--- config.mk ---
export PLATFORM = sky130hd
export DESIGN_NAME = interface_hcsr04
export DESIGN_NICKNAME = d
export VERILOG_FILES = /design/src/rtl/interface_hcsr04.sv
export SDC_FILE = /design/constraint.sdc
export NUM_CORES = 1
export LEC_CHECK = 0
export ABC_AREA = 1
export CAP_MARGIN = 40
export CORE_AREA = 5 5 77 72
export CTS_BUF_LIST = sky130_fd_sc_hd__clkbuf_8
export DETAILED_ROUTE_END_ITERATION = 6
export DIE_AREA = 0 0 82 77
export PLACE_DENSITY = 0.77
export SLEW_MARGIN = 20
export SYNTH_ARGS = -nofsm -noshare
export SYNTH_HDL_FRONTEND = slang
export SYNTH_SLANG_ARGS = --single-unit
export TNS_END_PERCENT = 30
--- constraint.sdc ---
create_clock -name clock -period 1.8 [get_ports clock]
set_input_delay 0.36 -clock clock [delete_from_list [all_inputs] [get_ports clock]]
set_output_delay 0.36 -clock clock [all_outputs]
set_load 0.1 [all_outputs]
--- src/rtl/interface_hcsr04.sv ---
// HC-SR04 front end: fires the trigger, times the echo and converts its width to 3-digit BCD cm.
// Define HCSR04_TIMEOUT_EN to add the echo timeout and the erro state.
module interface_hcsr04 #(
  parameter int unsigned TRIGGER_CYCLES = 500,
  parameter int unsigned CYCLES_PER_CM  = 2941,
  parameter int unsigned TIMEOUT_CYCLES = 3000000
) (
  input  logic        clock,
  input  logic        reset,
  input  logic        medir,
  input  logic        echo,
  output logic        trigger,
  output logic        pronto,
  output logic [11:0] medida,
  output logic        timeout,
  output logic [3:0]  db_estado
);

  localparam int unsigned CNT_MAX = (TRIGGER_CYCLES > CYCLES_PER_CM) ? TRIGGER_CYCLES : CYCLES_PER_CM;
  localparam int unsigned CW      = $clog2(CNT_MAX + 1);
  localparam logic [CW-1:0] TRIG_LAST = CW'(TRIGGER_CYCLES - 1);
  localparam logic [CW-1:0] CM_LAST   = CW'(CYCLES_PER_CM - 1);

`ifdef HCSR04_TIMEOUT_EN
  typedef enum logic [3:0] {
    INICIAL = 4'd0, PREPARACAO = 4'd1, ENVIA_TRIGGER = 4'd2, ESPERA_ECHO = 4'd3,
    MEDE = 4'd4, ARMAZENA = 4'd5, FINAL_MEDIDA = 4'd6, ERRO = 4'd7
  } estado_t;
  localparam int unsigned TW = $clog2(TIMEOUT_CYCLES + 1);
  localparam logic [TW-1:0] TO_LAST = TW'(TIMEOUT_CYCLES - 1);
  logic [TW-1:0] to_cnt;
  logic          to_fim;
`else
  typedef enum logic [3:0] {
    INICIAL = 4'd0, PREPARACAO = 4'd1, ENVIA_TRIGGER = 4'd2, ESPERA_ECHO = 4'd3,
    MEDE = 4'd4, ARMAZENA = 4'd5, FINAL_MEDIDA = 4'd6
  } estado_t;
`endif

  estado_t        estado, estado_prox;
  logic           echo_m, echo_s;
  logic [CW-1:0]  conta;
  logic [11:0]    bcd;

  function automatic logic [11:0] bcd_inc(input logic [11:0] v);
    logic [11:0] r;
    r = v;
    if (v == 12'h999) r = v;
    else if (v[3:0] != 4'd9) r[3:0] = v[3:0] + 4'd1;
    else begin
      r[3:0] = '0;
      if (v[7:4] != 4'd9) r[7:4] = v[7:4] + 4'd1;
      else begin
        r[7:4]  = '0;
        r[11:8] = v[11:8] + 4'd1;
      end
    end
    return r;
  endfunction

  always_ff @(posedge clock or negedge reset) begin
    if (!reset) begin
      echo_m <= 1'b0;
      echo_s <= 1'b0;
    end else begin
      echo_m <= echo;
      echo_s <= echo_m;
    end
  end

  always_ff @(posedge clock or negedge reset) begin
    if (!reset) estado <= INICIAL;
    else        estado <= estado_prox;
  end

`ifdef HCSR04_TIMEOUT_EN
  assign to_fim = (to_cnt == TO_LAST);
`endif

  always_comb begin
    estado_prox = estado;
    case (estado)
      INICIAL:       if (medir) estado_prox = PREPARACAO;
      PREPARACAO:    estado_prox = ENVIA_TRIGGER;
      ENVIA_TRIGGER: if (conta == TRIG_LAST) estado_prox = ESPERA_ECHO;
      ESPERA_ECHO: begin
        if (echo_s) estado_prox = MEDE;
`ifdef HCSR04_TIMEOUT_EN
        if (to_fim) estado_prox = ERRO;
`endif
      end
      MEDE: begin
        if (!echo_s) estado_prox = ARMAZENA;
`ifdef HCSR04_TIMEOUT_EN
        if (to_fim) estado_prox = ERRO;
`endif
      end
      ARMAZENA:      estado_prox = FINAL_MEDIDA;
      FINAL_MEDIDA:  estado_prox = INICIAL;
`ifdef HCSR04_TIMEOUT_EN
      ERRO:          estado_prox = INICIAL;
`endif
      default:       estado_prox = INICIAL;
    endcase
  end

  always_comb begin
    trigger = (estado == ENVIA_TRIGGER);
    pronto  = (estado == FINAL_MEDIDA);
`ifdef HCSR04_TIMEOUT_EN
    timeout = (estado == ERRO);
    if (estado == ERRO) pronto = 1'b1;
`endif
  end

`ifndef HCSR04_TIMEOUT_EN
  // Timeout parameter is kept so both builds share one parameter list.
  localparam logic TIMEOUT_TIE = 1'b0 && (TIMEOUT_CYCLES != 0);
  assign timeout = TIMEOUT_TIE;
`endif

  assign db_estado = estado;

  // The same counter times the trigger and divides the echo into centimetres.
  always_ff @(posedge clock or negedge reset) begin
    if (!reset) begin
      conta  <= '0;
      bcd    <= '0;
      medida <= '0;
    end else begin
      case (estado)
        PREPARACAO: begin
          conta <= '0;
          bcd   <= '0;
        end
        ENVIA_TRIGGER: conta <= (conta == TRIG_LAST) ? '0 : conta + 1'b1;
        MEDE: begin
          if (conta == CM_LAST) begin
            conta <= '0;
            bcd   <= bcd_inc(bcd);
          end else begin
            conta <= conta + 1'b1;
          end
        end
        ARMAZENA: medida <= bcd;
`ifdef HCSR04_TIMEOUT_EN
        ERRO:     medida <= '1;
`endif
        default: ;
      endcase
    end
  end

`ifdef HCSR04_TIMEOUT_EN
  always_ff @(posedge clock or negedge reset) begin
    if (!reset)                                        to_cnt <= '0;
    else if (estado == PREPARACAO)                     to_cnt <= '0;
    else if (estado == ESPERA_ECHO || estado == MEDE)  to_cnt <= to_cnt + 1'b1;
  end
`endif

endmodule

==> flow_summary_export.csv <==
group,metric,value,unit
worst_setup_path,cp_data_arrival_time,1380,ps
pwr,power.density,1300,mW/mm^2
worst_setup_path,reg2reg_to,"bcd[2]$_DFFE_PN0P_",
grt,grt_overflow,0,
logic_synthesis,synth.most_common_cell,"nand2_1",
die,initial_core_util,52.1,%
logic_synthesis,ys_top_cells_by_count,"nand2_1 (103), dfrtp_1 (41), inv_1 (28)",
worst_setup_path,rrSetupSlack,140,ps
timing,setup_ws,60.6,ps
flow_run,drv_cap,0,
logic_synthesis,synth-async-reset-ratio,100,%
timing,min_period_over_period,96.6,%
logic_synthesis,synth_cell_types,38,
grt,antenna_found_initial,0,
die,die_h,77,um
place,globalplace.congestion,0.833,
route,drtAntennaViolNets,0,
worst_setup_path,worstSetupPathType,"reg2out",
clocking,cts_buffers,5,
route,num_vias,2014,
logic_synthesis,synth_flop_cell,"dfrtp_1",
final_layout,area_delta_synth_final,23.9,%
worst_setup_path,cp_data_required_time,1440,ps
timing,fmax,0.575,GHz
final_layout,diodes,0,
worst_setup_path,r2r_start,"db_estado[1]$_DFFE_PN0P_",
clocking,tritoncts,"built",
grt,grt_use_total,18.4,%
route,drc_errors,0,
logic_synthesis,synth_area,0.00244,mm^2
logic_synthesis,ys.warnings.count,0,
logic_synthesis,synth_area_leaders,"dfrtp_1 (42%), nand2_1 (16%), inv_1 (4.3%)",
worst_setup_path,crit_end,"trigger",
die,die_w,82,um
outcome,status,"finished clean",
min_path,min-delay-path-class,"reg2reg",
logic_synthesis,syn_avg_cell_area,8.06,um^2
die,dieArea,0.00631,mm^2
final_layout,nNetsFinal,342,
clocking,cts_sinks,41,
timing,rsz0062_at_grt,"no",
timing,finClkSkew,8.26,ps
grt,grt_max_degree,23,
clocking,cts.path.max_buffers,2,
timing,period_needed,1740,ps
timing,slew_violations,0,
clocking,root_buffer,"clkbuf_8",
pwr,power,3.94,mW
worst_setup_path,worstSetupStartpoint,"db_estado[1]$_DFFE_PN0P_",
final_layout,layout-drive-gt1-share,21.1,%
logic_synthesis,yosysSeqAreaShare,42.0,%
clocking,clock_latency,300,ps
pwr,p_leak,1.45,nW
logic_synthesis,synth_top_area_share,42.0,%
grt,grt_pass1_vias,1953,
logic_synthesis,synthCells,303,
route,wl_per_cell,12.8,um
clocking,clk_pin_slew_worst_paths,80,ps
logic_synthesis,synth_edf_count,0,
pwr,vdd_ir_drop_max,942,uV
worst_setup_path,r2r_cells,8,
place,dp_slack,161,ps
grt,grt_pass1_wl,9050,um
place,hpwl,3680,um
worst_setup_path,crit_fanout,6,
final_layout,fillCellCount,399,
logic_synthesis,ys_seq_elements,41,
clocking,cts_max_level,2,
timing,finalSetupViolCount,0,
worst_setup_path,critPathCaptureType,"primary output",
place,port_buffers,20,
die,core-area,0.00468,mm^2
logic_synthesis,synth_largest_area_cell,"dfrtp_1",
worst_setup_path,worst_setup_path_start_kind,"flip-flop",
final_layout,multi_input_area,0.00126,mm^2
die,ios,23,
route,drt_iter0_markers,146,
route,totalWireLength,5060,um
die,fp-row-count,24,
route,first_pass_iters,4,
timing,hold_viol,0,
final_layout,seq_area,0.00103,mm^2
route,viasPerCell,5.09,
==> worst min-delay path by stage <==
| stage | cells past startpoint | start | endpoint |
|---|---|---|---|
| after floorplan | 0 | reset | bcd[0]$_DFFE_PN0P_ |
| after global placement | 1 | reset | conta[4]$_DFFE_PN0P_ |
| after detailed placement | 1 | reset | conta[5]$_DFFE_PN0P_ |
| after CTS | 0 | echo_m$_DFF_PN0_ | echo_s$_DFF_PN0_ |
| after global routing | 0 | echo_m$_DFF_PN0_ | echo_s$_DFF_PN0_ |
| final | 0 | echo_m$_DFF_PN0_ | echo_s$_DFF_PN0_ |
==> state kept, by name, summed over array words and instances (netlist names) <==
| signal | count |
|---|---|
| bcd | 12 |
| conta | 12 |
| db_estado | 3 |
| echo_m | 1 |
| echo_s | 1 |
| medida | 12 |
==> layout make-up <==
class / count / share of cell area, %
Multi-Input combinational cell: 223 / 41.6
Sequential cell: 41 / 34.1
Timing Repair Buffer: 28 / 14.6
Inverter: 31 / 3.93
Clock buffer: 6 / 2.73
Tap cell: 65 / 2.69
Clock inverter: 2 / 0.372
==> critical path: stages (launching register included) <==
cell and delay [ps]:
dfrtp_4 480, inv_1 150, nor3_4 230, buf_12 210
==> placed cells by master, fill, tap and decap left out, types with 2 or more instances in the layout <==
| cell type | synthesis | final |
|---|---|---|
| buf_12 | 0 | 18 |
| buf_4 | 2 | 6 |
| clkbuf_8 | 0 | 6 |
| clkdlybuf4s50_1 | 0 | 2 |
| conb_1 | 1 | 2 |
| dfrtp_1 | 41 | 38 |
| dfrtp_2 | 0 | 2 |
| ha_1 | 8 | 8 |
| inv_1 | 28 | 28 |
| inv_2 | 2 | 3 |
| mux2_2 | 3 | 3 |
| nand2_1 | 103 | 103 |
| nand2_2 | 2 | 2 |
| nand2_4 | 5 | 5 |
| nand2_8 | 2 | 2 |
| nand3_1 | 21 | 21 |
| nand3_2 | 3 | 3 |
| nand4_1 | 9 | 9 |
| nand4_2 | 2 | 2 |
| nor2_1 | 20 | 19 |
| nor2_2 | 2 | 3 |
| nor2_4 | 2 | 2 |
| nor3_1 | 4 | 3 |
| nor3_4 | 1 | 2 |
| o21ai_0 | 11 | 11 |
| o21ai_2 | 3 | 4 |
| xnor2_1 | 2 | 2 |
| xor2_1 | 7 | 7 |
==> what timing repair did <==
action / CTS / global route
hold buffers: 1 / 0
hold endpoints to repair: 6 / 0
gates resized for setup: 0 / 3
buffers inserted: 1 / 0
pin swaps: 1 / 0
endpoints found under the setup margin: 1 / 9
==> metrics by stage <==
step / std cells / util [%] / instance area, um^2 / hold slack [ps] / setup TNS (ps)
finish: 396 / 64.6 / 3030 / 359 / 0
global route: 396 / 64.6 / 3030 / 378 / 0
CTS: 396 / 64.4 / 3020 / 365 / 0
detailed placement: 386 / 62.1 / 2910 / 311 / 0
global placement: 386 / 62.1 / 2910 / 304 / 0
floorplan: 304 / - / 2460 / 64.4 / -8470
==> power by group <==
part	leakage [nW]	switching (mW)	internal (mW)
registers	0.557	0.256	1.06
clock network	0.0486	0.324	0.306
logic	0.845	1.33	0.664
==> logic make-up after synthesis <==
logic type	count (synthesis)	synth area share, %
xor+xnor	9	3.23
simple gates	181	36.5
compound gates	20	5.28
other cells	1	0.154
buf+inv	40	7.28
mux	3	1.38
flops	41	42.0
fa+ha+maj	8	4.10
==> per-layer routing <==
metal	up-vias	GRT usage [%]	part of all wire (%)
met3	14	4.68	4.1
met1	941	24.6	45
li1	1016	-	-
met5	-	0	0
met4	0	7.64	2.4
met2	43	28.0	48
No activity file was read; power rests on OpenSTA's default activity.
